==> config.mk <==
export PLATFORM = sky130hd
export DESIGN_NAME = button_conditioner_flat
export DESIGN_NICKNAME = d
export VERILOG_FILES = /design/src/rtl/button_conditioner_if.sv /design/src/rtl/button_conditioner.sv /design/src/flat_wrapper.sv
export SDC_FILE = /design/constraint.sdc
export NUM_CORES = 1
export LEC_CHECK = 0
export CORE_UTILIZATION = 55
export CTS_CLUSTER_SIZE = 30
export DETAILED_ROUTE_END_ITERATION = 12
export PLACE_DENSITY = 0.71
export SETUP_SLACK_MARGIN = 0.4
export SYNTH_ARGS = -nofsm -noshare
export SYNTH_HDL_FRONTEND = slang
export SYNTH_SLANG_ARGS = --single-unit
==> constraint.sdc <==
create_clock -name clk -period 6.75 [get_ports clk]
set_input_delay 1.0125 -clock clk [delete_from_list [all_inputs] [get_ports clk]]
set_output_delay 1.0125 -clock clk [all_outputs]
set_load 0.03 [all_outputs]
==> src/rtl/button_conditioner_if.sv <==
// rtl/button_conditioner_if.sv - push-button conditioner signal bundle
//
// Purpose: groups the button-side signals of button_conditioner.
// Signals:
//   btn_raw   [4:0]  raw asynchronous buttons, [4]=C [3]=R [2]=L [1]=U [0]=D
//   btn_level [4:0]  debounced level per button
//   btn_pulse [4:0]  one-cycle press / auto-repeat strobe per button
//   btn_any          OR of btn_level
// Modports:
//   master  drives btn_raw, consumes the conditioned outputs
//   slave   the conditioner itself
interface button_conditioner_if;
  logic [4:0] btn_raw;
  logic [4:0] btn_level;
  logic [4:0] btn_pulse;
  logic       btn_any;

  modport master (
    output btn_raw,
    input  btn_level,
    input  btn_pulse,
    input  btn_any
  );

  modport slave (
    input  btn_raw,
    output btn_level,
    output btn_pulse,
    output btn_any
  );
endinterface

==> src/rtl/button_conditioner.sv <==
// rtl/button_conditioner.sv - synchronize, debounce and auto-repeat five push-buttons
//
// Purpose: each raw button passes through a 2-flop synchronizer and an
// independent debounce counter; an accepted press produces a one-cycle
// strobe, and buttons selected by REPEAT_MASK keep strobing while held
// (first repeat after REPEAT_DELAY cycles, then every REPEAT_PERIOD cycles).
// Ports:
//   clk    system clock, rising edge
//   reset  asynchronous active-high reset
//   btn    button_conditioner_if.slave (btn_raw in; btn_level, btn_pulse,
//          btn_any out, all registered)
module button_conditioner #(
  parameter int unsigned DEBOUNCE_CYCLES = 1_000_000,
  parameter int unsigned REPEAT_DELAY    = 50_000_000,
  parameter int unsigned REPEAT_PERIOD   = 20_000_000,
  parameter logic [4:0]  REPEAT_MASK     = 5'b00011
) (
  input  logic                 clk,
  input  logic                 reset,
  button_conditioner_if.slave  btn
);

  localparam int unsigned DB_W = $clog2(DEBOUNCE_CYCLES);
  localparam int unsigned RP_W = $clog2(REPEAT_DELAY + 1);
  localparam logic [DB_W-1:0] DB_MAX    = DB_W'(DEBOUNCE_CYCLES - 1);
  localparam logic [RP_W-1:0] DELAY_MAX = RP_W'(REPEAT_DELAY - 1);
  localparam logic [RP_W-1:0] PERIOD_MAX = RP_W'(REPEAT_PERIOD - 1);

  typedef enum logic [1:0] {
    IDLE       = 2'd0,
    WAIT_DELAY = 2'd1,
    REPEATING  = 2'd2
  } rpt_state_t;

  // synchronizer
  logic [4:0] sync_meta;
  logic [4:0] sync_q;

  // debounce
  logic [DB_W-1:0] db_cnt [5];
  logic [4:0]      level_q;
  logic [4:0]      accept;
  logic [4:0]      rise;
  logic [4:0]      fall;
  logic [4:0]      level_d;

  // repeat FSMs
  rpt_state_t      state_q   [5];
  rpt_state_t      state_d   [5];
  logic [RP_W-1:0] rpt_cnt_q [5];
  logic [RP_W-1:0] rpt_cnt_d [5];

  // outputs
  logic [4:0] pulse_d;
  logic [4:0] pulse_q;
  logic       any_q;

  // ------------------------------------------------------------------
  // 2-flop synchronizer
  // ------------------------------------------------------------------
  always_ff @(posedge clk or posedge reset) begin
    if (reset) begin
      sync_meta <= '0;
      sync_q    <= '0;
    end else begin
      sync_meta <= btn.btn_raw;
      sync_q    <= sync_meta;
    end
  end

  // ------------------------------------------------------------------
  // Debounce: a level change is accepted on the edge where the counter
  // has already seen DEBOUNCE_CYCLES-1 consecutive differing samples and
  // the sample still differs.
  // ------------------------------------------------------------------
  always_comb begin
    accept = '0;
    for (int i = 0; i < 5; i++) begin
      accept[i] = (sync_q[i] != level_q[i]) && (db_cnt[i] == DB_MAX);
    end
    rise    = accept & sync_q;
    fall    = accept & ~sync_q;
    level_d = level_q ^ accept;
  end

  always_ff @(posedge clk or posedge reset) begin
    if (reset) begin
      for (int i = 0; i < 5; i++) begin
        db_cnt[i] <= '0;
      end
      level_q <= '0;
    end else begin
      for (int i = 0; i < 5; i++) begin
        if ((sync_q[i] == level_q[i]) || accept[i]) begin
          db_cnt[i] <= '0;
        end else begin
          db_cnt[i] <= db_cnt[i] + DB_W'(1);
        end
      end
      level_q <= level_d;
    end
  end

  // ------------------------------------------------------------------
  // Repeat FSM: state register
  // ------------------------------------------------------------------
  always_ff @(posedge clk or posedge reset) begin
    if (reset) begin
      for (int i = 0; i < 5; i++) begin
        state_q[i]   <= IDLE;
        rpt_cnt_q[i] <= '0;
      end
    end else begin
      for (int i = 0; i < 5; i++) begin
        state_q[i]   <= state_d[i];
        rpt_cnt_q[i] <= rpt_cnt_d[i];
      end
    end
  end

  // ------------------------------------------------------------------
  // Repeat FSM: next state. The counter restarts at every emitted repeat,
  // so it never exceeds REPEAT_DELAY-1 and cannot wrap however long the
  // button is held. Masked-off buttons are pinned in IDLE.
  // ------------------------------------------------------------------
  always_comb begin
    for (int i = 0; i < 5; i++) begin
      state_d[i]   = state_q[i];
      rpt_cnt_d[i] = rpt_cnt_q[i];
      if (!REPEAT_MASK[i] || fall[i]) begin
        state_d[i]   = IDLE;
        rpt_cnt_d[i] = '0;
      end else begin
        case (state_q[i])
          IDLE: begin
            if (rise[i]) begin
              state_d[i]   = WAIT_DELAY;
              rpt_cnt_d[i] = '0;
            end
          end
          WAIT_DELAY: begin
            if (rpt_cnt_q[i] == DELAY_MAX) begin
              state_d[i]   = REPEATING;
              rpt_cnt_d[i] = '0;
            end else begin
              rpt_cnt_d[i] = rpt_cnt_q[i] + RP_W'(1);
            end
          end
          REPEATING: begin
            if (rpt_cnt_q[i] == PERIOD_MAX) begin
              rpt_cnt_d[i] = '0;
            end else begin
              rpt_cnt_d[i] = rpt_cnt_q[i] + RP_W'(1);
            end
          end
          default: begin
            state_d[i]   = IDLE;
            rpt_cnt_d[i] = '0;
          end
        endcase
      end
    end
  end

  // ------------------------------------------------------------------
  // Repeat FSM: outputs. A release accepted on the same edge as a due
  // repeat suppresses that repeat.
  // ------------------------------------------------------------------
  always_comb begin
    pulse_d = '0;
    for (int i = 0; i < 5; i++) begin
      pulse_d[i] = rise[i] ||
                   (REPEAT_MASK[i] && !fall[i] &&
                    (((state_q[i] == WAIT_DELAY) && (rpt_cnt_q[i] == DELAY_MAX)) ||
                     ((state_q[i] == REPEATING)  && (rpt_cnt_q[i] == PERIOD_MAX))));
    end
  end

  // ------------------------------------------------------------------
  // Registered outputs
  // ------------------------------------------------------------------
  always_ff @(posedge clk or posedge reset) begin
    if (reset) begin
      pulse_q <= '0;
      any_q   <= 1'b0;
    end else begin
      pulse_q <= pulse_d;
      any_q   <= |level_d;
    end
  end

  assign btn.btn_level = level_q;
  assign btn.btn_pulse = pulse_q;
  assign btn.btn_any   = any_q;

endmodule
==> src/flat_wrapper.sv <==
// flat-port wrapper written by rule: the top's interface ports become plain ports
module button_conditioner_flat 
#(
  parameter int unsigned DEBOUNCE_CYCLES = 1_000_000,
  parameter int unsigned REPEAT_DELAY    = 50_000_000,
  parameter int unsigned REPEAT_PERIOD   = 20_000_000,
  parameter logic [4:0]  REPEAT_MASK     = 5'b00011
)
  (clk, reset, btn_btn_raw, btn_btn_level, btn_btn_pulse, btn_btn_any);
  button_conditioner_if btn_i ();
  input  logic clk;
  input  logic reset;
  input wire logic [$bits(btn_i.btn_raw)-1:0] btn_btn_raw;
  output wire logic [$bits(btn_i.btn_level)-1:0] btn_btn_level;
  output wire logic [$bits(btn_i.btn_pulse)-1:0] btn_btn_pulse;
  output wire logic [$bits(btn_i.btn_any)-1:0] btn_btn_any;
  assign btn_i.btn_raw = btn_btn_raw;
  assign btn_btn_level = btn_i.btn_level;
  assign btn_btn_pulse = btn_i.btn_pulse;
  assign btn_btn_any = btn_i.btn_any;
  button_conditioner #(.DEBOUNCE_CYCLES(DEBOUNCE_CYCLES), .REPEAT_DELAY(REPEAT_DELAY), .REPEAT_PERIOD(REPEAT_PERIOD), .REPEAT_MASK(REPEAT_MASK)) u_core (.clk(clk), .reset(reset), .btn(btn_i));
endmodule
==> results of run 1 <==
==> state kept, by name, summed over array words and instances (netlist names) <==
register and cells:
u_core.btn.btn_any 1, u_core.db_cnt 100, u_core.sync_meta 5, u_core.btn.btn_level 5, u_core.btn.btn_pulse 5, u_core.rpt_cnt_q 52, u_core.state_q 4, u_core.sync_q 5
==> final timing paths <==
check,start,endpoint
hold / removal,u_core.sync_meta[1]$_DFF_PP0_,u_core.sync_q[1]$_DFF_PP0_
setup reg to reg,u_core.rpt_cnt_q[78]$_DFFE_PP0P_,u_core.rpt_cnt_q[80]$_DFFE_PP0P_
max in group asynchronous,reset,u_core.rpt_cnt_q[81]$_DFFE_PP0P_
min in group asynchronous,reset,u_core.rpt_cnt_q[116]$_DFFE_PP0P_
setup / recovery,u_core.rpt_cnt_q[78]$_DFFE_PP0P_,u_core.rpt_cnt_q[80]$_DFFE_PP0P_
hold reg to reg,u_core.sync_meta[1]$_DFF_PP0_,u_core.sync_q[1]$_DFF_PP0_
==> kinds of logic after synthesis <==
| family | Yosys count | share of synthesized area (%) |
|---|---|---|
| buf+inv | 50 | 2.26 |
| mux | 7 | 0.844 |
| flops | 177 | 49.8 |
| xor+xnor | 93 | 9.16 |
| compound gates | 106 | 8.30 |
| fa+ha+maj | 15 | 2.11 |
| simple gates | 483 | 27.5 |
==> routing by layer <==
layer	vias up	routed length [um]
met5	-	0
met1	3254	8800
li1	3334	-
met2	131	7920
met3	18	596
met4	0	218
==> critical path: cells and delay by family (launching register included) <==
kind / cells / cell delay [ps]
AO/OA/AOI/OAI: 3 / 1540
adder cells (fa/ha/maj): 1 / 200
flip-flops: 1 / 390
AND/OR/NAND/NOR: 3 / 890
==> Yosys cell counts (3+ instances only) <==
cell      count  share of area [%]
a21o_1        3               0.25
a21oi_1      18                1.0
a22o_1        3               0.30
and2_1        4               0.28
and3_1       26                1.8
and4_1       10               0.98
buf_2         5               0.28
clkbuf_1     22               0.93
dfrtp_1     177                 50
ha_1         15                2.1
inv_1        22               0.93
mux2_2        4               0.51
mux2i_1       3               0.34
nand2_1     101                4.3
nand3_1      87                4.9
nand3b_1      3               0.25
nand4_1      31                2.2
nor2_1      125                5.3
nor3_1       14               0.79
nor3b_1       5               0.42
nor4_1       17                1.2
nor4b_1       4               0.39
nor4bb_1      3               0.34
o21a_1        6               0.51
o21ai_0      29                1.6
o2bb2a_1      4               0.45
o311ai_0     21                2.1
o31ai_1       6               0.51
or2_2         7               0.49
or3_1        25                1.8
xnor2_1      36                3.5
xor2_1       57                5.6
==> power breakdown <==
| group | internal [mW] | switching [mW] | total [mW] |
|---|---|---|---|
| sequential | 1.07 | 0.00992 | 1.08 |
| combinational | 0.0130 | 0.0373 | 0.0503 |
| clock | 0.638 | 0.405 | 1.04 |
| total | 1.72 | 0.453 | 2.17 |
==> area by class of cell <==
| class | instances | area, um^2 |
|---|---|---|
| Timing Repair Buffer | 20 | 193 |
| Inverter | 22 | 87.6 |
| Clock buffer | 22 | 464 |
| Multi-Input combinational cell | 704 | 4270 |
| Sequential cell | 177 | 4430 |
| Clock inverter | 10 | 158 |
| Tap cell | 216 | 270 |
| Fill cell | 1323 | 5950 |
==> per-stage QoR <==
stage | cells | total power, mW
after global placement | 1139 | 1.15
after detailed placement | 1139 | 1.15
after CTS | 1171 | 2.19
after global routing | 1171 | 2.25
final | 1171 | 2.17
after floorplan | 931 | 1.13
==> reports/metrics.cfg, run 1 <==
[cts]
cts_buffer_depth=2
cts_max_level=4
cts_setup_buffers=0
cts_resized=0
path_clk_slew_ps=60
clk_latency_ps=430
cts.sinks=177
numCtsBuffers=17
cts_root_buffer=clkbuf_16
cts_tree=done
cts_hold_buf=0

[global_route]
grt_pass1_vias=6502
grt_pass1_wl_um=30600
track_usage_pct=22.9
grt_overflow=0
grt_max_degree=76
antenna_found_initial=1
busiest_layer=met2
use_met1_pct=32.8
met3_usage_pct=4.05
grt.met2_usage_pct=35.1

[setup_path]
cp-end-kind=flop
crit_chain=ha_1, nand3_1, or4_4, o41a_1, o211ai_2, nor3b_1, a221o_1
worstSetupPathType=reg2reg
cp.arrival_ps=3460
required_ps=7060
crit_path_max_incr_delay_ps=750
slowest_stage=o211ai_2
cp_max_fo=23
reg2reg_depth=7
r2r_setup_slack_ps=3600
crit_path_start_kind=flop

[floorplan]
io_pins=18
rows=46
die-area_mm2=0.0167
core_mm2=0.0158
die_y_um=129
die_w_um=129
start_util_pct=56.2

[synthesis]
ys_ff_latch=177
syn_area_per_cell_um2=9.56
synth-main-ff-cell=dfrtp_1
syn-cell-area_mm2=0.00890
synth_edf_count=0
ys.warnings.count=0
syn_inst=931
ys_seq_area_share_pct=49.8
synth_cell_type_count=61
synthArstFlopShare_pct=100
syn_nets=953

[sta]
finalCriticalPeriod_ps=3150
hold_viol_final=0
holdWs_ps=347
rsz0062_at_grt=false
finalCritPeriodShare_pct=46.7
fin_tns_setup_ps=0
slew_violations=0
fin_skew_ps=8.95
tightest_slew_ps=1090
relSlewSlack_pct=27.1
setup_viol=0
clock.fmax_ghz=0.317
fin_ws_ps=3600

[drt]
routed_wl_um=17500
wire_per_inst_um=15.0
drc_errors=0
drtAntennaViolNets=0
drt-vias-per-instance=5.75
drt-initial-drc-count=466
dr.pass1.iters=5
vias=6737

[job]
maxCapViolations=0

[layout]
final_cell_mix=dfrtp_1, nor2_1, nand2_1, nand3_1, xor2_1
final_common_cell=dfrtp_1
drive_gt1_share_pct=5.55
finalInstanceArea_mm2=0.00987
antenna_cells=0
syn2layout_area_growth_pct=11.0
final_util_pct=62.4
nets=964

[pwr]
p_per_area_mw_per_mm2=220
p_leak_nw=4.10
ir_drop_v=0.000183

[place]
place_area_mm2=0.00925
numPortBuffers=17
dpl.hpwl_um=11500
gp_congestion=0.801
place_ws_ps=3590

[hold_path]
hold_path_class=reg2reg
whs_path_depth=0

[run_status]
status=finished, final reports clean

No activity file was read; power rests on OpenSTA's default activity.
==> run 2: changes to the inputs <==
==> constraint.sdc (replaced) <==
create_clock -name clk -period 3.1 [get_ports clk]
set_input_delay 0.465 -clock clk [delete_from_list [all_inputs] [get_ports clk]]
set_output_delay 0.465 -clock clk [all_outputs]
set_load 0.03 [all_outputs]
==> reports/metrics.cfg, run 2 (synthesis gave the netlist of run 1 again) <==
[floorplan]
start_util_pct=56.2
rows=46
io_pins=18
die_y_um=129
core_mm2=0.0158
die_w_um=129
die-area_mm2=0.0167

[sta]
relSlewSlack_pct=49.7
fin_skew_ps=9.70
holdWs_ps=353
setup_viol=0
tightest_slew_ps=747
finalCritPeriodShare_pct=84.0
rsz0062_at_grt=true
slew_violations=0
clock.fmax_ghz=0.384
finalCriticalPeriod_ps=2600
fin_tns_setup_ps=0
hold_viol_final=0

[layout]
final_common_cell=dfrtp_1
largest_register_ffs=100
antenna_cells=0
nets=978
fillCellCount=1329
reg_top3=u_core.db_cnt x100, u_core.rpt_cnt_q x52
regMostFlops=u_core.db_cnt
final_cell_mix=dfrtp_1, nor2_1, nand2_1, nand3_1, xor2_1
final_util_pct=63.5
syn2layout_area_growth_pct=13.0
drive_gt1_share_pct=8.05

[drt]
dr.pass1.iters=5
drc_errors=0
drt-initial-drc-count=339
drtAntennaViolNets=0
drt-vias-per-instance=5.74
wire_per_inst_um=14.3
vias=6803
routed_wl_um=17000

[cts]
clk_latency_ps=430
path_clk_slew_ps=60
cts_buffer_depth=2
cts_max_level=4
numCtsBuffers=17
cts.sinks=177
cts_hold_buf=0
cts_root_buffer=clkbuf_16
cts_tree=done

[setup_path]
slowest_stage=or4b_1
crit_path_start_kind=flop
cp_common_cell=or3_1
required_ps=3410
crit_chain=or4b_1, nor4_4, buf_4, nand3_2, mux2_2, or3_1, or3_1
cp.arrival_ps=2910
cp_max_fo=6
crit_path_max_incr_delay_ps=560
cp-end-kind=flop
reg2reg_depth=7
worstSetupPathType=reg2reg

[pwr]
p_per_area_mw_per_mm2=472
ir_drop_v=0.000490
p_total_mw=4.75
p_leak_nw=4.19

[hold_path]
hold_path_class=reg2reg
whs_path_depth=0

[place]
numPortBuffers=17
gp_congestion=0.798
dpl.hpwl_um=11300

[job]
maxCapViolations=0

[global_route]
antenna_found_initial=1
grt_pass1_wl_um=29700
grt_pass1_vias=6536
grt_overflow=0
track_usage_pct=22.2
grt_max_degree=121

[run_status]
status=finished, final reports clean

## run 2: changes by cell type in the layout (fill, tap and decap cells not counted), moves of 2 or more
cell / previous run / this run
buf_4: 3 / 14
inv_6: 1 / 3
nor4_2: 0 / 2
clkbuf_1: 3 / 0
nor4_1: 17 / 15
clkinv_2: 3 / 5
buf_6: 0 / 2
clkinvlp_4: 3 / 1
## run 2: timing repair
| action | CTS | global route |
|---|---|---|
| cloned | 0 | 0 |
| setup buffers | 0 | 4 |
| resized for setup | 2 | 10 |
| pin swaps | 1 | 5 |
| setup endpoints to repair | 19 | 38 |
| endpoints found under the hold margin | 0 | 0 |
## run 2: path summary, 6_finish.rpt
check	startpoint	end	slack (ps)
min reg2reg	u_core.sync_meta[0]$_DFF_PP0_	u_core.sync_q[0]$_DFF_PP0_	350
max in group asynchronous	reset	u_core.sync_q[3]$_DFF_PP0_	1990
max reg2reg	u_core.db_cnt[72]$_DFF_PP0_	u_core.btn.btn_any$_DFF_PP0_	500
min	u_core.sync_meta[0]$_DFF_PP0_	u_core.sync_q[0]$_DFF_PP0_	350
min in group asynchronous	reset	u_core.rpt_cnt_q[116]$_DFFE_PP0P_	530
max	u_core.db_cnt[72]$_DFF_PP0_	u_core.btn.btn_any$_DFF_PP0_	500
## run 2: layout make-up
class | count | area, um^2 | area share, %
clock inverters | 13 | 180 | 1.79
inverters | 22 | 86.3 | 0.859
clock buffers | 19 | 453 | 4.50
repair buffers | 34 | 318 | 3.16
flip-flops and latches | 177 | 4430 | 44.1
multi-input cells | 704 | 4320 | 42.9
well taps | 216 | 270 | 2.69
## run 2: power by group
part	switching, mW	internal [mW]	leakage (nW)
Sequential	0.0221	2.33	2.44
Clock	0.889	1.39	0.318
Combinational	0.0793	0.0296	1.43
## run 2: stage by stage
stage | instance area [um^2] | setup slack [ps] | std cells
detailed placement | 9340 | 375 | 1149
finish | 10100 | 497 | 1185
global route | 10100 | 390 | 1185
global placement | 9340 | 429 | 1149
CTS | 9980 | 467 | 1181
floorplan | 8900 | 368 | 931
## run 2: metal layers
layer / up-vias / part of all wire, % / GRT usage [%] / wire [um]
met3: 20 / 3.9 / 5.66 / 659
met1: 3329 / 48 / 29.4 / 8140
met2: 98 / 47 / 35.9 / 7940
li1: 3354 / - / - / -
met5: - / 0.071 / 0 / 12
met4: 2 / 1.2 / 7.27 / 206
## run 2: critical path, delay by kind of cell (launching register included)
kind          cells  cell delay (ps)
buf+inv           1              180
mux               1              330
simple gates      5             1540
flops             1              420
==> run 3: changes to the inputs <==
--- a/config.mk
+++ b/config.mk
@@ -8,7 +8,7 @@
 export CORE_UTILIZATION = 55
 export CTS_CLUSTER_SIZE = 30
 export DETAILED_ROUTE_END_ITERATION = 12
-export PLACE_DENSITY = 0.71
+export PLACE_DENSITY = 0.74
 export SETUP_SLACK_MARGIN = 0.4
 export SYNTH_ARGS = -nofsm -noshare
 export SYNTH_HDL_FRONTEND = slang
==> constraint.sdc (replaced) <==
create_clock -name clk -period 2.15 [get_ports clk]
set_input_delay 0.3225 -clock clk [delete_from_list [all_inputs] [get_ports clk]]
set_output_delay 0.3225 -clock clk [all_outputs]
set_load 0.03 [all_outputs]
==> reports/metrics.cfg, run 3 (synthesis gave the netlist of run 1 again) <==
[setup_path]
cp.arrival_ps=2810
timing.rr.start=u_core.db_cnt[68]$_DFF_PP0_
cp_max_fo=3
r2r_setup_slack_ps=-340
required_ps=2470
r2r_end=u_core.btn.btn_any$_DFF_PP0_
worstSetupPathType=reg2reg
cp-end-kind=flop
crit_path_start_kind=flop
reg2reg_depth=6
crit_start=u_core.db_cnt[68]$_DFF_PP0_

[layout]
multi_input_area_mm2=0.00522
syn2layout_area_growth_pct=39.2
final_cell_mix=dfrtp_1, buf_4, nor2_1, nand2_1, nand3_1
fillCellCount=968
largest_register_ffs=100
nets=1144
ff_latch_area_mm2=0.00443
final_util_pct=78.3
antenna_cells=0
regMostFlops=u_core.db_cnt
final_common_cell=dfrtp_1
reg_top3=u_core.db_cnt x100, u_core.rpt_cnt_q x52
drive_gt1_share_pct=32.2

[hold_path]
whs_path_depth=1
min_from=btn_btn_raw[4]
hold_path_class=in2reg
hold_end=u_core.sync_meta[4]$_DFF_PP0_

[pwr]
p_sw_mw=1.60
seqPwrFrac_pct=48.2
combPwrFrac_pct=3.3
p_sw_share_pct=22.8
p_per_area_mw_per_mm2=567
p_leak_nw=5.46
ir_drop_v=0.000556
internal-power_mw=5.43
pwr-share-clk_pct=48.5
p_total_mw=7.03

[global_route]
grt_overflow=0
grt_pass1_wl_um=36500
grt_max_degree=63
grt_pass1_vias=7713
track_usage_pct=27.6
antenna_found_initial=0

[drt]
drt-initial-drc-count=571
wire_per_inst_um=17.0
drtAntennaViolNets=0
dr.pass1.iters=5
drt-vias-per-instance=5.87
drc_errors=0
vias=7928
routed_wl_um=23000

[cts]
cts_buffer_depth=2
path_clk_slew_ps=70
cts_max_level=4
cts.sinks=177
cts_root_buffer=clkbuf_16
numCtsBuffers=17
cts_tree=done
clk_latency_ps=440

[floorplan]
core_mm2=0.0158
die_y_um=129
start_util_pct=56.2
die_w_um=129
io_pins=18
rows=46
die-area_mm2=0.0167

[sta]
finalCritPeriodShare_pct=116
clock.fmax_ghz=0.401
hold_viol_final=0
rsz0062_at_grt=true
fin_ws_ps=-342
setup_viol=54
finalCriticalPeriod_ps=2490
relSlewSlack_pct=43.8
slew_violations=0
tightest_slew_ps=837
fin_skew_ps=12.1

[place]
dpl.hpwl_um=13100
gp_congestion=0.785
numPortBuffers=17

[run_status]
violations=negative setup slack
status=finished, violations left

[job]
maxCapViolations=0

run 3: cell types whose count changed in the layout (fill, tap and decap cells not counted), moves of 9 or more:
cell,change
clkdlybuf4s50_1,-11
a21oi_2,+11
buf_4,+128
nand3_2,+25
nor2_1,-17
o311ai_1,+12
nor2_2,+12
o311ai_0,-21
nand3_1,-27
o21ai_0,-15
buf_6,+22
o21ai_2,+9
a21oi_1,-11
dlygate4sd2_1,+9
run 3: routing by layer:
metal	routed length (um)	global-route usage (%)	up-vias	part of all wire (%)
met4	492	9.55	0	2.1
met1	10000	35.6	3952	43
li1	-	-	3703	-
met3	926	5.53	48	4.0
met2	11600	46.5	225	50
met5	0	0	-	0
run 3: layout make-up:
| cell class | count | share of cell area [%] |
|---|---|---|
| Tap cell | 216 | 2.18 |
| Clock inverter | 15 | 1.80 |
| Timing Repair Buffer | 194 | 14.0 |
| Clock buffer | 17 | 3.43 |
| Sequential cell | 177 | 35.8 |
| Multi-Input combinational cell | 710 | 42.2 |
| Inverter | 22 | 0.697 |
run 3: critical path: stages, from the launching register on:
cell	delay, ps
dfrtp_1	380
or4_4	560
nor4_4	390
nand3_2	150
mux2_2	310
or3_1	290
or3_1	300
run 3: worst max path at each step:
| stage | end | cells after the start |
|---|---|---|
| finish | u_core.btn.btn_any$_DFF_PP0_ | 6 |
| global route | u_core.rpt_cnt_q[101]$_DFFE_PP0P_ | 7 |
| global placement | u_core.btn.btn_any$_DFF_PP0_ | 6 |
| CTS | u_core.btn.btn_any$_DFF_PP0_ | 6 |
| detailed placement | u_core.btn.btn_any$_DFF_PP0_ | 6 |
| floorplan | u_core.btn.btn_any$_DFF_PP0_ | 1 |
run 3: timing repair:
item / CTS / global route
gates resized for setup: 112 / 58
pin swaps: 68 / 27
cloned: 7 / 1
setup buffers: 18 / 10
endpoints found under the setup margin: 128 / 134
hold buffers: 0 / 0
run 3: stage by stage:
stage          cell area [um^2]  cells  hold slack [ps]  TNS (ps)  setup slack [ps]
2_1_floorplan              9270    931              331    -81490              -439
3_3_place_gp              10700   1283              334     -3770              -170
3_5_place_dp              10700   1283              335     -5490              -216
4_1_cts                   12000   1340              312     -5160              -208
5_1_grt                   12400   1351              324    -13700              -423
6_report                  12400   1351              322     -9040              -342
run 3: power groups by stage:
stage	sequential, mW	clock (mW)	combinational (mW)
final	3.39	3.41	0.232
after global routing	3.39	3.58	0.262
after CTS	3.39	3.44	0.225
after detailed placement	3.45	0	0.198
after global placement	3.45	0	0.196
after floorplan	3.45	0	0.127
